**src/rtl/digit_scanner_pkg.sv**
```systemverilog
// Shared definitions for the digit scanner: state encodings, counter widths
// and the digit-advance rule.
`ifndef DIGIT_SCANNER_PKG_SV
`define DIGIT_SCANNER_PKG_SV
package digit_scanner_pkg;

  localparam int DWELL_W = 16;
  localparam int BLANK_W = 8;

  typedef enum logic [1:0] {
    IDLE  = 2'd0,
    SHOW  = 2'd1,
    BLANK = 2'd2
  } state_t;

  // >= so that shrinking last_digit below the current digit wraps at once
  function automatic logic [2:0] next_sel(input logic [2:0] cur, input logic [2:0] last);
    return (cur >= last) ? 3'd0 : cur + 3'd1;
  endfunction

endpackage
`endif

```
**src/rtl/digit_scanner_counter.sv**
```systemverilog
// Up-counter with synchronous clear and a terminal-count flag.
module mod_counter #(
  parameter int W = 8
) (
  input  logic         clk,
  input  logic         rst,
  input  logic         i_clr,
  input  logic         i_en,
  input  logic [W-1:0] i_terminal,
  output logic         o_tc
);

  logic [W-1:0] r_count;

  always_ff @(posedge clk or posedge rst) begin
    if (rst)
      r_count <= '0;
    else if (i_clr)
      r_count <= '0;
    else if (i_en)
      r_count <= r_count + W'(1);
  end

  assign o_tc = (r_count == i_terminal);

endmodule

```
**src/rtl/digit_scanner.sv**
```systemverilog
// Multiplexed display scanner: dwells PRESCALE cycles on each digit, blanks for
// BLANK_CYCLES cycles, then advances, wrapping after last_digit.
//
// state | meaning
// IDLE  | scan stopped, digit 0 selected, outputs blanked
// SHOW  | current digit driven, dwell counter running
// BLANK | decoder gated off between digits, blank counter running
module digit_scanner
  import digit_scanner_pkg::*;
#(
  parameter int PRESCALE     = 1000,
  parameter int BLANK_CYCLES = 4
) (
  input  logic        clk,
  input  logic        reset,
  input  logic        enable,
  input  logic [2:0]  last_digit,
  input  logic [31:0] data,
  output logic [2:0]  sel,
  output logic [3:0]  nibble,
  output logic        blank,
  output logic        frame_done
);

  localparam logic [DWELL_W-1:0] DWELL_TC = DWELL_W'(PRESCALE - 1);
  localparam logic [BLANK_W-1:0] BLANK_TC =
    (BLANK_CYCLES == 0) ? '0 : BLANK_W'(BLANK_CYCLES - 1);
  localparam bit NO_BLANK = (BLANK_CYCLES == 0);

  state_t     r_state;
  state_t     w_state_nxt;
  logic [2:0] r_sel;
  logic       r_frame_done;
  logic       w_dwell_clr, w_dwell_en, w_dwell_tc;
  logic       w_blank_clr, w_blank_en, w_blank_tc;
  logic       w_advance;

  mod_counter #(.W(DWELL_W)) u_dwell (
    .clk        (clk),
    .rst        (reset),
    .i_clr      (w_dwell_clr),
    .i_en       (w_dwell_en),
    .i_terminal (DWELL_TC),
    .o_tc       (w_dwell_tc)
  );

  mod_counter #(.W(BLANK_W)) u_blank (
    .clk        (clk),
    .rst        (reset),
    .i_clr      (w_blank_clr),
    .i_en       (w_blank_en),
    .i_terminal (BLANK_TC),
    .o_tc       (w_blank_tc)
  );

  always_ff @(posedge clk or posedge reset) begin
    if (reset)
      r_state <= IDLE;
    else
      r_state <= w_state_nxt;
  end

  // Counters are held clear except while counting inside their own state,
  // so each state entry starts from zero and neither counter can wrap.
  always_comb begin
    w_state_nxt = r_state;
    w_dwell_clr = 1'b1;
    w_dwell_en  = 1'b0;
    w_blank_clr = 1'b1;
    w_blank_en  = 1'b0;
    w_advance   = 1'b0;
    if (!enable) begin
      w_state_nxt = IDLE;
    end else begin
      case (r_state)
        IDLE: w_state_nxt = SHOW;
        SHOW: begin
          if (w_dwell_tc) begin
            if (NO_BLANK)
              w_advance = 1'b1;
            else
              w_state_nxt = BLANK;
          end else begin
            w_dwell_clr = 1'b0;
            w_dwell_en  = 1'b1;
          end
        end
        BLANK: begin
          if (w_blank_tc) begin
            w_advance   = 1'b1;
            w_state_nxt = SHOW;
          end else begin
            w_blank_clr = 1'b0;
            w_blank_en  = 1'b1;
          end
        end
        default: w_state_nxt = IDLE;
      endcase
    end
  end

  always_ff @(posedge clk or posedge reset) begin
    if (reset) begin
      r_sel        <= 3'd0;
      r_frame_done <= 1'b0;
    end else begin
      r_frame_done <= 1'b0;
      if (!enable || r_state == IDLE) begin
        r_sel <= 3'd0;
      end else if (w_advance) begin
        r_sel        <= next_sel(r_sel, last_digit);
        r_frame_done <= (r_sel >= last_digit);
      end
    end
  end

  assign sel        = r_sel;
  assign nibble     = data[{r_sel, 2'b00} +: 4];
  assign blank      = (r_state != SHOW);
  assign frame_done = r_frame_done;

endmodule

```
**config.mk**
```make
export PLATFORM = sky130hd
export DESIGN_NAME = digit_scanner
export DESIGN_NICKNAME = d
export VERILOG_FILES = /design/src/rtl/digit_scanner_pkg.sv /design/src/rtl/digit_scanner_counter.sv /design/src/rtl/digit_scanner.sv
export SDC_FILE = /design/constraint.sdc
export NUM_CORES = 1
export LEC_CHECK = 0
export CAP_MARGIN = 10
export CORE_MARGIN = 1
export CORE_UTILIZATION = 35
export CTS_BUF_LIST = sky130_fd_sc_hd__clkbuf_16
export DETAILED_ROUTE_END_ITERATION = 7
export REMOVE_ABC_BUFFERS = 1
export SETUP_SLACK_MARGIN = 0.4
export SLEW_MARGIN = 40
export SYNTH_ARGS = -nofsm -noshare
export SYNTH_HDL_FRONTEND = slang
export SYNTH_HIERARCHICAL = 1
export SYNTH_SLANG_ARGS = --single-unit
```
**constraint.sdc**
```tcl
create_clock -name clk -period 2.4 [get_ports clk]
set_input_delay 0.24 -clock clk [delete_from_list [all_inputs] [get_ports clk]]
set_output_delay 0.24 -clock clk [all_outputs]
set_load 0.03 [all_outputs]
```
==> run metrics, run 1 <==
starting density of the core=a little over a third; total grt overflow=0; final layout net count=356; GRT busiest layer=met2; largest net degree at the start of global routing=17; Slew Viols, Final=0; critical path arrival=2360 ps; leakage power=about 1.4 nW; drt pass-1 iters=4; DP Worst Slack=-53.9 ps; CTS tree=yes; antenna viol nets, final=0; Crit path largest cell delay=420 ps; Setup TNS=0 ps; synth cell count leaders=35 x xnor2_1, 30 x dfrtp_1, 20 x nor2_1; met2 usage=31.4%; cells after synthesis=210; fill count=approximately 530; # setup viols final=0; antenna violations before repair=0; Ys Warns=6; DR vias=1851; Worst EP required=2560 ps; Bufs and invs on worst path=2; endpoints failing hold=0; number of flops mapped to enable cells by yosys=0; Remaining DRCs=0; unrepaired setup endpoints after global routing=true; clock slew at reported path FFs=50 ps; Initial DRC Count=58; vias in the first global route=approximately 1900; GR Util met3=about 4%; top post-synthesis cells by area=dfrtp_1 35%, xnor2_1 14%, mux4_1 9.8%; Num CTS Buffers=5; clk_lat worst skew=~270 ps; sequential element share of the synthesized area=35.0%; Synth-to-Final Area Change=56.7%; post-DP HPWL=3700 microns; Netlist cell types=42; top-area cell type share of the netlist area=35.0%; Root Buffer=clkbuf_16; via/cell ratio=4.77; syn avg cell area=10.2 sq um; fraction of layout cells with a size suffix above 1=29.1%; die area=6450 sq um; top-count cell post-synth=xnor2_1; HP Class=primary input to async pin; Peak VDD IR=0.349 mV; Final WS setup=198 ps; TritonCTS Sinks=30; Layout Utilization=approximately 57%; M1 GR Usage=21.1%; die height=between 80 and 90 microns; slowest stage cell, crit path=dfrtp_1; Worst setup EP type=register; Setup crit start kind=register; period utilization=about nine tenths; io pins=47; total power=0.00149 W; Slew HR=55.3%; ys async rst share=100%; routed len/inst=13.8 microns; routability cong.=0.758; Netlist Area Pre-Place=around 2100 sq um; Core ar.=just under 6000 sq um; WS Path Type=register to register; result of the run=finished clean; Worst Clk Skew=~2.5 ps; Worst-Margin Slew=670 ps; Tmin final=between 2000 and 2500 ps; maxcap violations=0; cell family with most CP delay=simple AND/OR/NAND/NOR gates; WL final=~5300 microns; first-pass GRT wire length=a little under 9000 microns; largest area contributor in the netlist=dfrtp_1; cts hold-fix bufs=0; Max Freq=about 450 MHz; Power Dens Cells=between 400 and 500 nW/um^2; GRT Resource Usage Total=between 10% and 20%; Die X=~80 microns; worst hold slack=256 ps; FF+latch area=756 sq um; area of the multi-input gates=1520 sq um; clock tree buffer depth=2; number of synthesized register bits=30; CP max FO=4; Synth Flop Type=dfrtp_1; antenna cells=0; num rows=28; worst path cell trace=xnor2_2 > nand4_1 > nor4_4 > inv_2 > nand2b_4 > o211ai_1 > buf_4 > nor4_2 > xnor2_1 > nor2_1; # H-tree levels=2; Port Buf Inserts=46
-- flip-flops by register name (all words and copies together) (netlist names) --
signal / cells
u_blank/r_count: 8
sel: 3
frame_done: 1
r_state: 2
u_dwell/r_count: 16
-- worst register-to-register path, delay by kind of cell, from the launching register on --
family | cells | cell delay [ps]
AND/OR/NAND/NOR | 5 | 1000
flip-flops | 1 | 420
XOR/XNOR | 2 | 320
buffers and inverters | 2 | 240
AO/OA/AOI/OAI | 1 | 100
-- metrics by stage --
| step | cell area [sq um] | cells |
|---|---|---|
| 3_3_place_gp | 2900 | 367 |
| 4_1_cts | 3250 | 384 |
| 3_5_place_dp | 2900 | 367 |
| 6_report | 3360 | 388 |
| 5_1_grt | 3360 | 388 |
| 2_1_floorplan | 2180 | 223 |
-- layer usage --
layer	up-vias	wire length, microns
li1	924	-
met5	-	0
met4	0	114
met2	26	2790
met1	889	2310
met3	12	118
-- timing repair --
| item | CTS | global route |
|---|---|---|
| resized for setup | 52 | 30 |
| setup endpoints to repair | 23 | 26 |
| pin swaps | 11 | 13 |
| buffers inserted | 8 | 4 |
| gates cloned | 1 | 0 |
-- path summary, 6_finish.rpt --
kind | cells past startpoint | to | start | slack [ps]
max | 10 | u_dwell/r_count[14] | u_dwell/r_count[7] | 200
max in group asynchronous | 2 | u_dwell/r_count[0] | reset | 1530
max reg2reg | 10 | u_dwell/r_count[14] | u_dwell/r_count[7] | 200
min reg2reg | 2 | u_blank/r_count[7] | u_blank/r_count[7] | 580
min | 2 | sel[1] | reset | 260
min in group clk | 2 | u_blank/r_count[7] | u_blank/r_count[7] | 580
-- area by class of cell --
class	instances	area share, %
tap	75	2.79
clock inverter	3	1.90
timing repair buffer	82	22.7
clock buffer	5	3.72
inverter	11	1.30
multi-input combinational	182	45.2
sequential	30	22.5
-- kinds of logic (layout without fill, tap and decap cells) --
| logic type | Yosys count | after routing | share of synthesized area, % |
|---|---|---|---|
| AOI/OAI and AO/OA | 22 | 22 | 7.41 |
| DFF | 30 | 30 | 35.0 |
| buffers and inverters | 20 | 101 | 4.37 |
| adders and majority gates | 6 | 6 | 3.50 |
| muxes | 15 | 15 | 13.5 |
| xor gates and xnor gates | 39 | 39 | 15.9 |
| other | 2 | 24 | 0.350 |
| and+or+nand+nor | 76 | 76 | 19.9 |
-- placed cells by master, fill, tap and decap left out, drive strengths merged, types with 3 or more instances in the layout --
cell,Yosys,layout
or3,6,6
buf,4,40
nand2,11,11
nor2,20,20
nor4,4,4
o21ai,7,7
clkbuf,5,5
mux4,8,8
nor2b,5,5
xor2,4,4
nor3,4,4
nand2b,3,3
mux2,5,5
a21oi,6,6
nand3,7,7
nand4,11,11
ha,6,6
conb,2,24
dfrtp,30,30
clkdlybuf4s50,0,42
xnor2,35,35
inv,11,11
-- report_power, final --
group	leakage [nW]	switching [W]	internal [W]
sequential	0.410	0.00000181	0.000508
clock	0.0915	0.000221	0.000590
combinational	0.905	0.0000701	0.000102
Note: power is estimated with default switching activity, not from simulation.
==> run 2, diff against run 1 <==
- SLEW_MARGIN: 40 -> 20
==> results of run 2 <==
The final DEF is identical to that of run 1; final timing and power are the same.
==> run 3, diff against run 2 <==
- clock period: 2.4 -> 2.8 ns (I/O delays scaled with it)
==> run metrics, run 3 (synthesis results as in run 1) <==
clock slew at reported path FFs=50 ps; Peak VDD IR=about 0.26 mV; endpoints failing hold=0; post-DP HPWL=about 3400 microns; Die X=about 80 microns; via/cell ratio=~4.6; GRT Resource Usage Total=15.9%; Max Freq=424 MHz; Power Dens Cells=352 nW/um^2; total power=0.00107 W; CP max FO=7; result of the run=finished clean; Clock power frac=between 40% and 50%; vias in the first global route=1676; WS Path Type=register to register; Worst EP required=roughly 3000 ps; CTS tree=yes; starting density of the core=36.2%; Reg with most FFs=u_dwell/r_count; unrepaired setup endpoints after global routing=true; # H-tree levels=2; WL final=4650 microns; Setup TNS=0 ps; DR vias=1710; routability cong.=0.772; Worst-Margin Slew=677 ps; clock tree buffer depth=2; fill count=about 550; sequential share of power=41.1%; TritonCTS Sinks=30; die height=80.3 microns; critical path arrival=2550 ps; antenna cells=0; leakage power=1.22 nW; commonest non-fill, non-tap cell in the layout=clkdlybuf4s50_1; commonest cells after routing, fill and taps aside=42 x clkdlybuf4s50_1, 34 x xnor2_1, 24 x conb_1; P_sw=0.000232 W; Logic pwr share=12.3%; max reg flops=16; Remaining DRCs=0; Synth-to-Final Area Change=41.5%; period utilization=a little over four fifths; fin cells=about 370; antenna violations before repair=0; final layout net count=336; Slew Viols, Final=0; total grt overflow=0; clk_lat worst skew=270 ps; first-pass GRT wire length=7750 microns; Root Buffer=clkbuf_16; Num CTS Buffers=5; Worst setup EP type=register; Slew HR=54.8%; # setup viols final=0; Worst Clk Skew=4.26 ps; Cell Count Post-Placement=349; Setup crit start kind=register; die area=between 6000 and 7000 sq um; routed len/inst=around 13 microns; HP Class=primary input to async pin; Tmin final=2360 ps; fraction of layout cells with a size suffix above 1=16.0%; num rows=28; worst hold slack=309 ps; Core ar.=a little under 6000 sq um; maxcap violations=0; Switching Share=between 20% and 30%; internal power=0.000835 W; io pins=47; antenna viol nets, final=0; drt pass-1 iters=4; largest net degree at the start of global routing=18; Port Buf Inserts=46; Initial DRC Count=59
[run 3: changes by cell type in the layout (fill, tap and decap cells not counted), moves of 3 or more]
cell / delta
buf_4: -15
buf_6: -10
dfrtp_1: -5
dfrtp_2: +5
dlygate4sd2_1: +4
inv_1: +4
mux2_2: +3
mux2_4: -3
mux4_1: +6
mux4_2: -6
nor3_1: +4
nor3_2: -4
xnor2_1: +3
xnor2_2: -3
[run 3: worst paths after layout]
kind | from | endpoint | slack, ps | depth (start not counted)
max | u_dwell/r_count[8] | u_dwell/r_count[5] | 440 | 9
min | reset | r_state[1] | 310 | 2
max reg2reg | u_dwell/r_count[8] | u_dwell/r_count[5] | 440 | 9
min reg2reg | u_blank/r_count[7] | u_blank/r_count[7] | 570 | 2
max in group asynchronous | reset | u_dwell/r_count[12] | 1830 | 2
min in group clk | u_blank/r_count[7] | u_blank/r_count[7] | 570 | 2
[run 3: routing by layer]
metal	GRT usage, %	wire length (microns)
met5	0	0
met4	5.89	49
met3	3.64	161
met2	27.1	2310
met1	19.6	2130
[run 3: per-stage QoR]
step,utilization [%],setup slack [ps],instance area [sq um]
2_1_floorplan,-,137,2180
3_3_place_gp,46.7,376,2770
3_5_place_dp,46.7,301,2770
4_1_cts,49.8,388,2950
5_1_grt,51.3,255,3040
6_report,51.3,444,3040
[run 3: final cells by class]
cell class	count	area (sq um)	share of cell area [%]
Clock buffer	5	125	4.12
Multi-Input combinational cell	182	1410	46.4
Inverter	11	41.3	1.36
Clock inverter	3	12.5	0.412
Tap cell	75	93.8	3.09
Sequential cell	30	762	25.1
Timing Repair Buffer	62	592	19.5
[run 3: worst max-delay path, stage by stage, from the launching register on]
cell and delay [ps]:
dfrtp_1 430, xnor2_1 160, nand4_1 160, nor4_2 340, inv_1 140, nand2b_4 120
o2111ai_4 160, buf_6 170, or3_2 460, a21oi_2 150
[run 3: repair_timing]
action	4_1_cts	5_1_grt
hold buffers	0	0
setup endpoints to repair	13	12
buffers inserted	4	7
resized for setup	10	8
pin swaps	2	4
[run 3: power groups by stage]
stage               clock network, W  logic [W]  registers, W
global placement                   0   0.000130      0.000445
global route                0.000536   0.000143      0.000438
finish                      0.000498   0.000131      0.000438
floorplan                          0  0.0000638      0.000445
CTS                         0.000515   0.000132      0.000438
detailed placement                 0   0.000132      0.000445
